$ cat src/rtl/d_imm_extend_pipe.sv
// Two-stage immediate extension pipeline: stage 1 decodes the opcode into an
// extension mode, stage 2 produces the extended immediate and branch target.
module d_imm_extend_pipe #(
  parameter int DATA_W = 32,
  parameter int IMM_W  = 16
) (
  input  logic              i_clk,
  input  logic              i_rst,
  input  logic              i_valid,
  output logic              o_ready,
  input  logic [IMM_W-1:0]  i_data_imm,
  input  logic [5:0]        i_data_opcode,
  input  logic [5:0]        i_data_funct,
  input  logic [DATA_W-1:0] i_data_pc,
  input  logic              i_flush,
  output logic              o_valid,
  input  logic              i_ready,
  output logic [DATA_W-1:0] o_data_imm,
  output logic [2:0]        o_data_mode,
  output logic [DATA_W-1:0] o_data_btarget
);

  // Handshake: a beat moves on any cycle where valid && ready are both high;
  // the producer holds its fields stable while valid is high and ready is low.

  if (!((DATA_W == 32) || (DATA_W == 64)) || (DATA_W < 2 * IMM_W)) begin : g_bad_params
    $error("d_imm_extend_pipe: DATA_W must be 32 or 64 and at least 2*IMM_W");
  end

  localparam logic [2:0] MODE_ZERO   = 3'd0;
  localparam logic [2:0] MODE_SIGN   = 3'd1;
  localparam logic [2:0] MODE_UPPER  = 3'd2;
  localparam logic [2:0] MODE_BRANCH = 3'd3;
  localparam logic [2:0] MODE_NONE   = 3'd4;

  logic              s1_valid_q, s1_valid_d;
  logic [2:0]        s1_mode_q, s1_mode_d;
  logic [IMM_W-1:0]  s1_imm_q, s1_imm_d;
  logic [DATA_W-1:0] s1_pc_q, s1_pc_d;

  logic              out_valid_q, out_valid_d;
  logic [DATA_W-1:0] out_imm_q, out_imm_d;
  logic [2:0]        out_mode_q, out_mode_d;
  logic [DATA_W-1:0] out_btgt_q, out_btgt_d;

  logic              s2_free;
  logic              s1_adv;
  logic              in_ready;
  logic              accept;
  logic [2:0]        dec_mode;
  logic [DATA_W-1:0] sext;
  logic [DATA_W-1:0] zext;

  // The funct field travels with the instruction but never affects the decode.
  logic unused_funct;
  assign unused_funct = ^i_data_funct;

  assign s2_free  = !out_valid_q || i_ready;
  assign s1_adv   = s1_valid_q && s2_free;
  assign in_ready = !i_rst && (!s1_valid_q || s2_free);
  assign accept   = i_valid && in_ready && !i_flush;

  always_comb begin
    dec_mode = MODE_ZERO;
    case (i_data_opcode)
      6'b001111:                                         dec_mode = MODE_UPPER;
      6'b001000, 6'b001001, 6'b001010, 6'b100011, 6'b101011: dec_mode = MODE_SIGN;
      6'b000100, 6'b000101:                              dec_mode = MODE_BRANCH;
      6'b001100, 6'b001101, 6'b001110:                   dec_mode = MODE_ZERO;
      6'b000000:                                         dec_mode = MODE_NONE;
      default:                                           dec_mode = MODE_ZERO;
    endcase
  end

  always_comb begin
    s1_valid_d = s1_valid_q;
    s1_mode_d  = s1_mode_q;
    s1_imm_d   = s1_imm_q;
    s1_pc_d    = s1_pc_q;
    if (i_flush) begin
      s1_valid_d = 1'b0;
    end else if (accept) begin
      s1_valid_d = 1'b1;
      s1_mode_d  = dec_mode;
      s1_imm_d   = i_data_imm;
      s1_pc_d    = i_data_pc;
    end else if (s1_adv) begin
      s1_valid_d = 1'b0;
    end
  end

  assign sext = {{(DATA_W-IMM_W){s1_imm_q[IMM_W-1]}}, s1_imm_q};
  assign zext = {{(DATA_W-IMM_W){1'b0}}, s1_imm_q};

  always_comb begin
    out_valid_d = out_valid_q;
    out_imm_d   = out_imm_q;
    out_mode_d  = out_mode_q;
    out_btgt_d  = out_btgt_q;
    if (s1_adv) begin
      out_valid_d = 1'b1;
      out_mode_d  = s1_mode_q;
      // Shifting the sign-extended value by IMM_W keeps the upper sign fill.
      case (s1_mode_q)
        MODE_SIGN:   out_imm_d = sext;
        MODE_UPPER:  out_imm_d = sext << IMM_W;
        MODE_BRANCH: out_imm_d = sext << 2;
        MODE_NONE:   out_imm_d = '0;
        default:     out_imm_d = zext;
      endcase
      out_btgt_d = s1_pc_q + DATA_W'(4) + (sext << 2);
    end else if (i_ready) begin
      out_valid_d = 1'b0;
    end
    if (i_flush) begin
      out_valid_d = 1'b0;
    end
  end

  always_ff @(posedge i_clk) begin
    if (i_rst) begin
      s1_valid_q  <= 1'b0;
      s1_mode_q   <= '0;
      s1_imm_q    <= '0;
      s1_pc_q     <= '0;
      out_valid_q <= 1'b0;
      out_imm_q   <= '0;
      out_mode_q  <= '0;
      out_btgt_q  <= '0;
    end else begin
      s1_valid_q  <= s1_valid_d;
      s1_mode_q   <= s1_mode_d;
      s1_imm_q    <= s1_imm_d;
      s1_pc_q     <= s1_pc_d;
      out_valid_q <= out_valid_d;
      out_imm_q   <= out_imm_d;
      out_mode_q  <= out_mode_d;
      out_btgt_q  <= out_btgt_d;
    end
  end

  // Outputs read as zero for the whole reset window, including its first cycle.
  assign o_ready        = in_ready;
  assign o_valid        = out_valid_q && !i_rst;
  assign o_data_imm     = i_rst ? '0 : out_imm_q;
  assign o_data_mode    = i_rst ? '0 : out_mode_q;
  assign o_data_btarget = i_rst ? '0 : out_btgt_q;

endmodule

$ cat config.mk
export PLATFORM = sky130hd
export DESIGN_NAME = d_imm_extend_pipe
export DESIGN_NICKNAME = d
export VERILOG_FILES = /design/src/rtl/d_imm_extend_pipe.sv
export SDC_FILE = /design/constraint.sdc
export NUM_CORES = 1
export LEC_CHECK = 0
export ABC_AREA = 0
export CORE_ASPECT_RATIO = 0.8
export CORE_MARGIN = 8
export CORE_UTILIZATION = 56
export CTS_BUF_LIST = sky130_fd_sc_hd__clkbuf_16
export DETAILED_ROUTE_END_ITERATION = 10
export PLACE_DENSITY = 0.89
export SLEW_MARGIN = 20
export SYNTH_ARGS = -nofsm -noshare
export SYNTH_HDL_FRONTEND = slang
export SYNTH_SLANG_ARGS = --single-unit
$ cat constraint.sdc
create_clock -name i_clk -period 8.3 [get_ports i_clk]
set_input_delay 1.245 -clock i_clk [delete_from_list [all_inputs] [get_ports i_clk]]
set_output_delay 1.245 -clock i_clk [all_outputs]
set_load 0.1 [all_outputs]
==> run summary <==
FF+latch count, synth: 120
Chip Width: 137.9 µm
via count of the routed design: 6,449
Worst-Margin Slew: 1.020 ns
Fmax: 207.2 MHz
WL final: 20.23 mm
antenna viol nets, final: 0
Reg power frac: 40.3%
CTS clock-pin slew for the worst setup and hold paths: 0.05 ns
Root Buffer: clkbuf_16
CTS tree: built
hold-fix buffers at CTS: 0
Filler Cells Inserted: 894
cell area after placement: 7958 µm²
Slew HR: 31.82%
Mapped Nets: 936
syn_area_per_cell: 8.189 µm²
drt first pass iters: 5
Max Cap Violations: 0
final hold vios: 0
Pwr Density: 179.8 nW/µm²
via count of the first global-routing pass: 6,037
register area share after synthesis: 36.08%
Slew Limit Fails: 0
worst-skew pair later-pin latency: 0.42 ns
cell area after layout: 8513 µm²
Worst Hold Slack: 0.4489 ns
DP HPWL: 14.17 mm
RSZ-0062 raised after global routing: no
sw frac: 28.61%
Final setup viols: 0
Ports: 134
Clock Power Share: 44.9%
multi-input gate area in the final layout: 4004 µm²
initial antenna violation count: 0
HP Class: register to register
CTS sink cnt: 120
post-synthesis instance total: 813
register area: 2402 µm²
Setup crit end kind: output pin
nets: 1,033
status: complete, no violations
Pleak: 3.697 nW
P_int: 1.093 mW
core box area: 11,560 µm²
Post-Syn Area: 6658 µm²
final worst-path cycle share: 58.15%
antenna cell count: 0
Finished Core Util: 73.64%
total CTS buffers: 17
H-Tree Depth: 4
unique cell type count in the Yosys netlist: 61
YS warnings: 0
placed cell count: 1,039
gr ovfl total: 0
area of the die: 15,660 µm²
synth-to-layout area growth: 27.87%
PortBufs: 127
DRC: 0
Worst setup SP type: primary input
Setup Skew: 0.006468 ns
Row Count: 35
sw power: 0.4380 mW
Initial Util: 57.59%
Tmin final: 4.826 ns
kind of critical path: primary input to output pin
Post-synth EDFFs: 0
Critical Path Fanout Max: 75
Tot GR Track Use: 26.04%
gpl congestion: 0.9328
global-route wire length before repair: 32.17 mm
fin cells: 1,071
Setup Fix Bufs, Post-CTS: 0
top_reg_cell synth: dfxtp_1
WL per Instance: 18.89 µm
setup TNS: 0 ns
largest net degree at the start of global routing: 76
Worst VDD drop: 0.1488 mV
fraction of layout cells with a size suffix above 1: 5.850%
clk buf depth: 2
Gate power share: 14.8%
fraction of registers with async set or reset after synthesis: 0%
crit path DAT: 3.58 ns
Worst Path Required: 7.05 ns
DRT iter0 DRCs: 669
height of the die: 113.5 µm
vias per cell: 6.021
CTS-repair resized insts: 0
[stage by stage]
step	power (mW)	worst slack, ns
after floorplan	0.7717	3.767
after global placement	0.8456	3.512
after detailed placement	0.8488	3.511
after CTS	1.532	3.512
after global routing	1.583	3.400
final	1.531	3.474
[kinds of logic (layout without fill, tap and decap cells)]
group	count (synthesis)	count (layout)	share of synthesized area, %
adder cells (fa/ha/maj)	58	58	11.01
flip-flops	120	120	36.08
XOR/XNOR	27	27	3.552
AND/OR/NAND/NOR	361	361	26.18
AO/OA/AOI/OAI	180	180	19.23
buffers and inverters	67	177	3.947
[synthesized netlist by cell type, types with 4 or more instances]
cell | instances | share of area (%)
buf_2 | 6 | 0.45
xor2_1 | 9 | 1.2
o2111ai_1 | 4 | 0.53
dfxtp_1 | 120 | 36
or4_1 | 4 | 0.45
o2bb2ai_1 | 16 | 2.1
o21ai_0 | 13 | 0.98
nor2_1 | 34 | 1.9
a221oi_1 | 15 | 2.0
a21o_1 | 13 | 1.5
o22a_1 | 9 | 1.2
clkbuf_1 | 48 | 2.7
xnor2_1 | 18 | 2.4
or3_1 | 8 | 0.75
o21ai_1 | 4 | 0.30
o31ai_1 | 7 | 0.79
a31oi_1 | 4 | 0.38
nor3_1 | 20 | 1.5
nand4_1 | 4 | 0.38
nand3_1 | 64 | 4.8
ha_1 | 57 | 11
a21oi_1 | 54 | 4.1
nand2_1 | 138 | 7.8
and3_1 | 7 | 0.66
inv_1 | 9 | 0.51
a22o_1 | 8 | 1.1
nor2b_1 | 70 | 6.6
[flip-flops by register name, indices dropped and copies added, names as in the netlist]
name,count
out_btgt_q,32
out_imm_q,32
s1_imm_q,16
out_valid_q,1
s1_valid_q,1
s1_pc_q,32
out_mode_q,3
s1_mode_q,3
[placed cells by master, fill, tap and decap left out, types with 3 or more instances in the layout]
cell type        Yosys  routed
a2111oi_0            3       3
a221oi_1            15      15
clkbuf_16            0      17
nand2_1            138     138
o31ai_1              7       7
a21o_1              13      13
o21bai_1             3       3
xor2_1               9       9
o22a_1               9       9
a31oi_1              4       4
or4_1                4       4
nor3_1              20      20
nor2_1              34      34
and3_1               7       6
clkinvlp_4           0       3
nor2b_1             70      69
xnor2_1             18      18
nand4_1              4       4
o21a_1               3       3
clkinv_2             0       5
buf_4                1       9
inv_1                9       9
o2bb2ai_1           16      16
o21ai_0             13      13
clkdlybuf4s50_1      0     126
ha_1                57      57
clkinv_4             0       4
dfxtp_1            120     120
o2111ai_1            4       4
or3_1                8       8
o21ai_1              4       4
a22o_1               8       8
a21oi_1             54      54
nand3_1             64      63
[worst max-delay path: stages]
cell             delay [ns]
buf_4                  0.22
buf_4                  0.39
nor2b_1                0.46
clkdlybuf4s50_1        1.22
[final cells by class]
class                           instances  share of cell area, %
Sequential cell                       120                  28.22
Clock buffer                           17                  4.997
Timing Repair Buffer                  135                  15.61
Clock inverter                         15                  1.529
Multi-Input combinational cell        626                  47.03
Tap cell                              148                  2.175
Inverter                               10                 0.4409
[worst paths after layout]
check / startpoint / end / slack (ns) / cells after the start
setup / recovery: i_rst / o_data_btarget[4] / 3.47 / 4
hold / removal: out_imm_q[0]$_SDFFE_PP0P_ / out_imm_q[0]$_SDFFE_PP0P_ / 0.45 / 2
setup reg to reg: s1_imm_q[1]$_SDFFE_PP0P_ / out_btgt_q[15]$_SDFFE_PP0P_ / 5.12 / 10
hold reg to reg: out_imm_q[0]$_SDFFE_PP0P_ / out_imm_q[0]$_SDFFE_PP0P_ / 0.45 / 2
[per-layer routing]
layer	vias up	part of all wire [%]	track usage [%]
met5	-	0	0
met4	0	2.2	9.793
met3	42	11	5.844
met2	306	43	37.72
met1	3006	44	36.66
li1	3095	-	-
[power by group through the flow]
stage               Clock (mW)  Sequential, mW  Combinational, mW
floorplan                    0           0.621              0.151
global placement             0           0.628              0.218
detailed placement           0           0.629              0.220
CTS                      0.691           0.617              0.224
global route             0.722           0.619              0.243
finish                   0.687           0.618              0.226
Note: power is estimated with default switching activity, not from simulation.
